[src/rtl/soin_pkg.sv]
// soin_pkg: shared types and defaults for the instruction-fetch stage.
package soin_pkg;
  localparam int XLEN_DEF = 32;
  localparam logic [31:0] RESET_PC_DEF = 32'h0000_0000;
  typedef enum logic [1:0] {IDLE, REQ, RESP, HOLD} fetch_state_t;
  typedef struct packed {
    logic [XLEN_DEF-1:0] pc;
    logic [31:0]         instr;
  } if_entry_t;
endpackage

[src/rtl/fetch_buffer.sv]
// fetch_buffer: synchronous FIFO of fetched {pc, instr} entries; flush beats push.
module fetch_buffer
  import soin_pkg::*;
#(
  parameter int DEPTH = 2,
  parameter int CW    = $clog2(DEPTH + 1)
) (
  input  logic          i_clk,
  input  logic          i_rst_n,
  input  logic          i_push,
  input  logic          i_pop,
  input  logic          i_flush,
  input  if_entry_t     i_data,
  output logic [CW-1:0] o_count,
  output if_entry_t     o_head
);
  localparam int AW = DEPTH > 1 ? $clog2(DEPTH) : 1;
  if_entry_t r_mem [DEPTH];
  logic [AW-1:0] r_rd, r_wr;
  logic [CW-1:0] r_count;
  logic w_full, w_push, w_pop;
  assign w_full  = r_count == CW'(DEPTH);
  assign w_pop   = i_pop && r_count != '0;
  assign w_push  = i_push && (!w_full || w_pop);
  assign o_count = r_count;
  assign o_head  = r_mem[r_rd];
  function automatic logic [AW-1:0] nxt(input logic [AW-1:0] p);
    return p == AW'(DEPTH - 1) ? '0 : p + AW'(1);
  endfunction
  always_ff @(posedge i_clk or negedge i_rst_n) begin
    if (!i_rst_n) begin
      r_mem   <= '{default: '0};
      r_rd    <= '0;
      r_wr    <= '0;
      r_count <= '0;
    end else if (i_flush) begin
      r_rd    <= '0;
      r_wr    <= '0;
      r_count <= '0;
    end else begin
      if (w_push) begin
        r_mem[r_wr] <= i_data;
        r_wr        <= nxt(r_wr);
      end
      if (w_pop) r_rd <= nxt(r_rd);
      r_count <= r_count + CW'(w_push) - CW'(w_pop);
    end
  end
endmodule

[src/rtl/fetch_pc_unit.sv]
// fetch_pc_unit: owns the PC, issues single-outstanding imem fetches and buffers
// returned instructions for decode; redirects flush the buffer and drop stale responses.
module fetch_pc_unit
  import soin_pkg::*;
#(
  parameter int               XLEN      = XLEN_DEF,
  parameter logic [XLEN-1:0]  RESET_PC  = RESET_PC_DEF[XLEN-1:0],
  parameter int               BUF_DEPTH = 2
) (
  input  logic            i_clk,
  input  logic            i_rst_n,
  input  logic            i_B_J_result,
  input  logic [XLEN-1:0] i_target,
  output logic            o_imem_req,
  output logic [XLEN-1:0] o_imem_addr,
  input  logic            i_imem_gnt,
  input  logic            i_imem_rvalid,
  input  logic [31:0]     i_imem_rdata,
  output logic            o_if_valid,
  output logic [31:0]     o_if_instr,
  output logic [XLEN-1:0] o_if_pc,
  input  logic            i_id_ready
);
  localparam int CW = $clog2(BUF_DEPTH + 1);
  fetch_state_t r_state;
  logic [XLEN-1:0] r_pc, r_addr;
  logic r_discard, r_stale;
  logic w_push, w_pop, w_flush, w_slot;
  logic [CW-1:0] w_count, w_count_nxt;
  logic [XLEN-1:0] w_tgt, w_pc_nxt;
  if_entry_t w_head;
  assign w_tgt       = i_target & ~XLEN'(3);
  assign w_pop       = o_if_valid && i_id_ready;
  assign w_flush     = i_B_J_result && r_state != IDLE;
  assign w_push      = r_state == RESP && i_imem_rvalid && !r_discard && !i_B_J_result;
  assign w_count_nxt = w_flush ? '0 : w_count + CW'(w_push) - CW'(w_pop);
  assign w_slot      = w_count_nxt < CW'(BUF_DEPTH);
  // r_stale: pc already holds a redirect target while the old request waits for gnt
  assign w_pc_nxt    = i_B_J_result ? w_tgt :
                       (r_state == REQ && i_imem_gnt && !r_stale) ? r_addr + XLEN'(4) : r_pc;
  always_ff @(posedge i_clk or negedge i_rst_n) begin
    if (!i_rst_n) begin
      r_state   <= IDLE;
      r_pc      <= RESET_PC;
      r_addr    <= RESET_PC;
      r_discard <= 1'b0;
      r_stale   <= 1'b0;
    end else begin
      r_pc <= w_pc_nxt;
      case (r_state)
        IDLE: begin
          r_addr  <= w_pc_nxt;
          r_state <= REQ;
        end
        REQ:
          if (i_imem_gnt) begin
            r_discard <= i_B_J_result || r_stale;
            r_stale   <= 1'b0;
            r_state   <= RESP;
          end else if (i_B_J_result) r_stale <= 1'b1;
        RESP:
          if (i_imem_rvalid) begin
            r_discard <= 1'b0;
            r_state   <= w_slot ? REQ : HOLD;
            if (w_slot) r_addr <= w_pc_nxt;
          end else if (i_B_J_result) r_discard <= 1'b1;
        HOLD:
          if (w_slot) begin
            r_addr  <= w_pc_nxt;
            r_state <= REQ;
          end
        default: r_state <= IDLE;
      endcase
    end
  end
  assign o_imem_req  = r_state == REQ;
  assign o_imem_addr = r_addr;
  assign o_if_valid  = w_count != '0;
  assign o_if_instr  = w_head.instr;
  assign o_if_pc     = XLEN'(w_head.pc);
  fetch_buffer #(.DEPTH(BUF_DEPTH)) u_buf (
    .i_clk   (i_clk),
    .i_rst_n (i_rst_n),
    .i_push  (w_push),
    .i_pop   (w_pop),
    .i_flush (w_flush),
    .i_data  ('{pc: XLEN_DEF'(r_addr), instr: i_imem_rdata}),
    .o_count (w_count),
    .o_head  (w_head)
  );
endmodule

[config.mk]
export PLATFORM = sky130hd
export DESIGN_NAME = fetch_pc_unit
export DESIGN_NICKNAME = d
export VERILOG_FILES = /design/src/rtl/soin_pkg.sv /design/src/rtl/fetch_buffer.sv /design/src/rtl/fetch_pc_unit.sv
export SDC_FILE = /design/constraint.sdc
export NUM_CORES = 1
export LEC_CHECK = 0
export ABC_AREA = 1
export CAP_MARGIN = 15
export CORE_MARGIN = 8
export CORE_UTILIZATION = 37
export CTS_CLUSTER_SIZE = 8
export DETAILED_ROUTE_END_ITERATION = 7
export GPL_ROUTABILITY_DRIVEN = 0
export MAX_ROUTING_LAYER = met4
export PLACE_DENSITY_LB_ADDON = 0.12
export SYNTH_ARGS = -nofsm -noshare
export SYNTH_HDL_FRONTEND = slang
export SYNTH_SLANG_ARGS = --single-unit
[constraint.sdc]
create_clock -name i_clk -period 5.86 [get_ports i_clk]
set_input_delay 1.172 -clock i_clk [delete_from_list [all_inputs] [get_ports i_clk]]
set_output_delay 1.172 -clock i_clk [all_outputs]
set_load 0.005 [all_outputs]
======== Yosys cells after proc, flatten, opt, wreduce, memory -nomap -nowiden ========
Cells that the tools add are included.
operators by class
  reduce and logical (&&, ||, !) cells .... 29
  multiplexer cells ....................... 29
  add/subtract/negate cells ............... 7
  eq/ne operators ......................... 8
  bitwise logic cells ..................... 3
  order comparisons ....................... 4
operators with widths
  kind                                                      number
  2-to-1 mux 64 bit                                         4
  bitwise mux 128 bit                                       1
  2-to-1 mux 32 bit                                         4
  one-hot mux 32 bit (3 select lines)                       1
  demux 64 bit (select 1 bit)                               1
  adder 32 x 3 -> 32 bit, second input constant             1
  2-to-1 mux 2 bit                                          6
  nonzero test 2 bit                                        6
  logical AND 1 bit                                         10
  2-to-1 mux 1 bit                                          10
  one-hot mux 2 bit (4 select lines)                        1
  equality test 2 bit, second input constant                3
  AND reduction 2 bit                                       3
  AND reduction 3 bit                                       2
  adder 2 x 1 -> 2 bit                                      2
  greater-or-equal comparator 2 bit, second input constant  2
  logical NOT 1 bit                                         4
  inequality test 2 bit, second input constant              2
  NOT 1 -> 2 bit                                            2
  subtractor 2 x 1 -> 2 bit                                 2
  inequality test 3 bit, second input constant              1
  nonzero test 3 bit                                        1
  adder 1 bit, second input constant                        2
  equality test 2 x 1 -> 1 bit, second input constant       1
  7 further kinds                                           8
word-level totals
  flip-flop bits (word level) ............. 200
  output and inout port bits .............. 98
  word-level logic and storage cells ...... 92
  input port bits ......................... 70

======== Depth between registers and ports, before layout ========
  depth after elaboration ................. 11
  gate-level depth with buffers ........... 16

======== Modules after synthesis ========
From an unflattened synthesis, not the netlist that was laid out.
unflattened totals
  cell total of the unflattened synthesis .. 1379
  area, all modules ....................... 10281.1 um2
by module, submodules not included
  module         area each (um2)  cells each  times used
  fetch_buffer   6324.8           810         1
  fetch_pc_unit  3956.3           569         1

======== Least setup slack after synthesis ========
No wires, ideal clock.
  kind .................................... input to register
  start point ............................. input i_B_J_result
  end point ............................... register r_addr[5] (netlist: o_imem_addr[5])
  arrival time ............................ 2823 ps
  stages on the path ...................... 12
  required time ........................... 5739 ps
  library setup time ...................... 121 ps
  slack ................................... 2916 ps
  path through ............................ buf_6 -> nor4_4 -> inv_1 -> ha_1 -> nor2_1 -> xnor2_1 -> nand2_1 -> o21ai_4 -> inv_4 -> buf_6 -> nand2_1 -> o21ai_2
on the way
  cells in the longest elaborated chain, start to end .. 9
  elaborated cells on any way between the ends .. 11
  classes of those cells .................. 2 x add/sub; 1 x order compare; 5 x mux; 3 x reduce/logical
ends and longest elaborated chain
  item                                   line                                      text
  start, declared                        fetch_pc_unit.sv:12                       input logic i_B_J_result,
  logical NOT 1 bit                      fetch_pc_unit.sv:35                       assign w_push = r_state == RESP && i_imem_rvalid && !r_discard && !i_B_J_result;
  logical AND 1 bit                      fetch_pc_unit.sv:35
  adder 2 x 1 -> 2 bit                   fetch_pc_unit.sv:36                       assign w_count_nxt = w_flush ? '0 : w_count + CW'(w_push) - CW'(w_pop);
  subtractor 2 x 1 -> 2 bit              fetch_pc_unit.sv:36
  2-to-1 mux 2 bit                       fetch_pc_unit.sv:36
  < comparator 2 bit                     fetch_pc_unit.sv:37                       assign w_slot = w_count_nxt < CW'(BUF_DEPTH);
  2-to-1 mux 32 bit                      fetch_pc_unit.sv:65, fetch_pc_unit.sv:68
  2-to-1 mux 32 bit                      fetch_pc_unit.sv:62                       if (i_imem_rvalid) begin
  one-hot mux 32 bit (3 select lines) *  fetch_pc_unit.sv:50                       case (r_state)
  end signal, assigned                   fetch_pc_unit.sv:52                       r_addr <= w_pc_nxt;
  end signal, assigned                   fetch_pc_unit.sv:65                       if (w_slot) r_addr <= w_pc_nxt;
  end signal, assigned                   fetch_pc_unit.sv:69                       r_addr <= w_pc_nxt;
  end, declared                          fetch_pc_unit.sv:26                       logic [XLEN-1:0] r_pc, r_addr;
Every way passes the cells marked *; elsewhere a longest branch is shown, timed or not. The select of a mux whose other input is x is not followed.
A chain may end at the register's enable or synchronous reset.

======== Final worst setup path ========
  start point ............................. register u_buf.r_rd
  end point ............................... output o_if_pc[14]
on the way
  cells in the longest elaborated chain, start to end .. 4
ends and longest elaborated chain
  item                                                   line                 text
  start, declared                                        fetch_buffer.sv:19   logic [AW-1:0] r_rd, r_wr;
  start signal, assigned                                 fetch_buffer.sv:45   if (w_pop) r_rd <= nxt(r_rd);
  NOT 1 -> 2 bit (not written as such)                   fetch_buffer.sv:26   assign o_head = r_mem[r_rd];
  2-to-1 mux 64 bit (not written as such) (3 in series)  fetch_buffer.sv:26
  end, declared                                          fetch_pc_unit.sv:21  output logic [XLEN-1:0] o_if_pc,
No other way between the ends. The select of a mux whose other input is x is not followed.

==> results_tabular.tex <==
\begin{tabular}{lr}
\hline
Metric & Value \\
\hline
\multicolumn{2}{l}{\textbf{Synthesis}} \\
\quad Synth Net Count & 1323 \\
\quad Cell area after technology mapping & 9680 um2 \\
\quad Sequential fraction of the synthesis area & 51.7\% \\
\quad Number of standard cells after synthesis & 1244 \\
\quad Fraction of synthesized cell area taken by the top area cell type & 51.7\% \\
\quad Predominant post-synthesis flop cell & sky130\_fd\_sc\_hd\_\_dfrtp\_1 \\
\quad Netlist cell types & 31 \\
\quad Yosys reg bits & 200 \\
\quad Top cells by area, synth & sky130\_fd\_sc\_hd\_\_dfrtp\_1 (52\%), sky130\_fd\_sc\_hd\_\_nand2\_1 (21\%), sky130\_fd\_sc\_hd\_\_o21ai\_0 (4.3\%) \\
\quad Synth top cells by count & sky130\_fd\_sc\_hd\_\_nand2\_1 (538), sky130\_fd\_sc\_hd\_\_dfrtp\_1 (200), sky130\_fd\_sc\_hd\_\_inv\_1 (96), sky130\_fd\_sc\_hd\_\_o21ai\_0 (84), sky130\_fd\_sc\_hd\_\_nor2\_1 (76) \\
\quad Dominant cell type by area after synthesis & sky130\_fd\_sc\_hd\_\_dfrtp\_1 \\
\quad Async set-reset flop share out of synthesis & 100\% \\
\quad Number of enable flip-flop cells after synthesis & 0 \\
\quad Count of warnings emitted by yosys & 0 \\
\quad Library cell with the highest instance count after synthesis & sky130\_fd\_sc\_hd\_\_nand2\_1 \\
\quad Average size of a mapped cell & 7.78 um2 \\
\multicolumn{2}{l}{\textbf{Setup path}} \\
\quad Delay contributed by the slowest stage of the critical path & 700 ps \\
\quad RR Startpoint & r\_state[0]\$\_DFFE\_PN0P\_ \\
\quad Worst reg-to-reg path cell count & 13 \\
\quad Number of cells on the critical path & 5 \\
\quad CP max FO & 49 \\
\quad Launch point of the worst path & u\_buf.r\_rd\$\_DFFE\_PN0P\_ \\
\quad Required time worst endpoint & 4690 ps \\
\quad Crit-path leading delay family & buffers and inverters \\
\quad Endpoint class of the critical path & primary output \\
\quad Crit start category & flip-flop \\
\quad Critical path, cell by cell & inv\_2 -> buf\_4 -> nand2\_1 -> nand2\_1 -> clkdlybuf4s50\_1 \\
\quad Kind of critical path & flip-flop to primary output \\
\quad Cell repeated most along the worst path & sky130\_fd\_sc\_hd\_\_nand2\_1 \\
\quad Data arrival time of the critical path & 2640 ps \\
\quad Buf/Inv on CP & 3 \\
\quad Slowest cell on the critical path & sky130\_fd\_sc\_hd\_\_inv\_2 \\
\multicolumn{2}{l}{\textbf{Finish}} \\
\quad Area taken by flip-flops and latches & 5010 um2 \\
\quad Fin cells & 1724 \\
\quad Utilization after layout & 46.6\% \\
\quad Fill cell total of the finished layout & 2584 \\
\quad Area growth, synth to finish & 24.8\% \\
\quad Count of nets after finishing & 1455 \\
\quad Area occupied by multi-input gates & 3940 um2 \\
\quad Fraction of final layout cells with drive strength greater than 1 & 6.34\% \\
\quad \# diodes & 0 \\
\multicolumn{2}{l}{\textbf{Placement}} \\
\quad Dpl ws & 1610 ps \\
\quad Placed insts & 1692 \\
\quad Port buffer count & 165 \\
\quad Final HPWL DP & 17300 um \\
\multicolumn{2}{l}{\textbf{Global route}} \\
\quad Global route total overflow & 0 \\
\quad Largest net degree at the start of global routing & 107 \\
\quad Antenna violations before repair & 0 \\
\quad First-pass GRT wire length & 41900 um \\
\quad Gr usage total & 17.2\% \\
\quad Number of global-route vias before repair & 7853 \\
\multicolumn{2}{l}{\textbf{Hold path}} \\
\quad Source of the worst hold timing path & u\_buf.r\_mem[123]\$\_DFFE\_PN0P\_ \\
\quad Hold Path Depth & 2 \\
\quad Hold/Removal Path Class & flip-flop to flip-flop \\
\multicolumn{2}{l}{\textbf{Routing}} \\
\quad First-pass iteration count of the detailed router & 5 \\
\quad Post-detailed-route DRC marker count & 0 \\
\quad Number of vias per cell & 4.63 \\
\quad DRT iter0 DRCs & 617 \\
\quad Mean routed wirelength per cell & 14.9 um \\
\quad Detailed-route via count & 7978 \\
\quad ANT nets after route & 0 \\
\quad Routed wire length & 25600 um \\
\multicolumn{2}{l}{\textbf{Power and ir drop}} \\
\quad Switching pwr & 2110 uW \\
\quad Sequential cell fraction of total power & 37.9\% \\
\quad Portion of total power attributed to combinational logic & 39.7\% \\
\quad Pleak & 0.00585 uW \\
\quad Pwr/cell area & 464 nW/um2 \\
\quad Switching Fraction & 37.7\% \\
\quad Internal cell power & 3490 uW \\
\quad Worst IR Drop VDD & 0.255 mV \\
\quad Clk network pwr share & 22.4\% \\
\multicolumn{2}{l}{\textbf{STA}} \\
\quad Setup slack of the critical path after layout & 2050 ps \\
\quad Slew @ Worst Pin & 1010 ps \\
\quad Top achievable clock speed & 262 MHz \\
\quad Final period demand of the worst path & 3810 ps \\
\quad Final hold vios & 0 \\
\quad Final Hold Slack & 483 ps \\
\quad Max Transition Viols Final & 0 \\
\quad Setup TNS after final layout & 0 ps \\
\quad Skew final & 10.8 ps \\
\quad Unrepaired setup endpoints after global routing & false \\
\quad Slew HR & 32.5\% \\
\quad Tcrit/Tclk final & 65.1\% \\
\quad \# setup viols final & 0 \\
\multicolumn{2}{l}{\textbf{CTS}} \\
\quad Clock root buffer & sky130\_fd\_sc\_hd\_\_clkbuf\_16 \\
\quad Clock transition at the registers of the reported paths & 80 ps \\
\quad Gates resized, CTS repair & 0 \\
\quad H-tree Lvls & 4 \\
\quad Count of buffers added by post-CTS timing repair for setup & 0 \\
\quad Largest buffer count on any clock path & 2 \\
\quad CTS tree & yes \\
\quad Clock buffers created by TritonCTS & 17 \\
\quad Clk Latency, worst-skew pair & 430 ps \\
\quad Post-cts hold buffer count & 0 \\
\quad Clock sink count & 200 \\
\multicolumn{2}{l}{\textbf{Floorplanning}} \\
\quad Initial Utilization & 37.4\% \\
\quad Row count & 59 \\
\quad Number of primary I/O pins & 168 \\
\quad Die width & 178 um \\
\quad Area enclosed by the die boundary & 31600 um2 \\
\quad Die height & 178 um \\
\quad Core Region & 25900 um2 \\
\multicolumn{2}{l}{\textbf{Status}} \\
\quad Result of the run & finished clean \\
\multicolumn{2}{l}{\textbf{Flow run}} \\
\quad Number of max-cap violations & 0 \\
\hline
\end{tabular}
[per-stage QoR]
| stage | area [um2] | power [uW] |
|---|---|---|
| finish | 12100 | 5600 |
| global placement | 11500 | 4380 |
| global route | 12100 | 6060 |
| CTS | 12100 | 5690 |
| floorplan | 9680 | 3310 |
| detailed placement | 11500 | 4410 |
[tightest hold or removal path, delay by kind of cell, from the launching register on]
family	cells	cell delay [ps]
simple gates	1	60
compound gates	1	50
flops	1	340
[flip-flops by register name, summed over array words and instances, names as in the netlist]
signal / cells
u_buf.o_count: 2
u_buf.r_rd: 1
u_buf.r_mem: 128
r_stale: 1
r_pc: 32
r_discard: 1
r_state: 2
u_buf.r_wr: 1
o_imem_addr: 32
[cell usage in the layout, fill, tap and decap left out, drive strengths merged, types with 3 or more instances in the layout]
cell type,count
bufinv,3
xor2,4
or2,8
ha,9
clkbuf,19
o21ai,162
buf,9
a21oi,30
a21boi,6
clkinv,5
inv,104
nor2,78
nand2,538
dfrtp,200
nand3,42
clkdlybuf4s50,163
[area by class of cell]
type                    instances  area share, %
inverters                      98           3.06
flip-flops and latches        200           41.4
repair buffers                173           14.3
clock buffers                  18           3.63
clock inverters                14           1.54
well taps                     335           3.47
multi-input cells             886           32.6
[per-layer routing]
| metal | wire, um | track usage (%) | vias up |
|---|---|---|---|
| met3 | 1060 | 3.28 | 11 |
| li1 | - | - | 4151 |
| met1 | 12800 | 23.1 | 3666 |
| met2 | 11600 | 26.7 | 150 |
| met4 | 178 | 3.51 | 0 |
| met5 | 0 | - | - |
[power groups by stage]
| stage | Combinational, uW | Clock [uW] | Sequential, uW |
|---|---|---|---|
| after detailed placement | 2270 | 0 | 2150 |
| after global placement | 2240 | 0 | 2140 |
| after CTS | 2280 | 1290 | 2120 |
| after floorplan | 1250 | 0 | 2060 |
| after global routing | 2530 | 1350 | 2190 |
| final | 2220 | 1250 | 2130 |
[cell families after synthesis]
family,synth area share [%]
AND/OR/NAND/NOR,27.0
AO/OA/AOI/OAI,11.9
flip-flops,51.7
buffers and inverters,7.70
adder cells (fa/ha/maj),1.16
XOR/XNOR,0.543
[final timing paths]
kind | end | slack [ps]
max reg2reg | o_imem_addr[13]$_DFFE_PN0P_ | 2670
max | o_if_pc[14] | 2050
min | u_buf.r_mem[123]$_DFFE_PN0P_ | 480
max in group asynchronous | u_buf.r_mem[98]$_DFFE_PN0P_ | 3990
min in group asynchronous | r_state[0]$_DFFE_PN0P_ | 780
min reg2reg | u_buf.r_mem[123]$_DFFE_PN0P_ | 480
(Power assumes the default switching activity.)
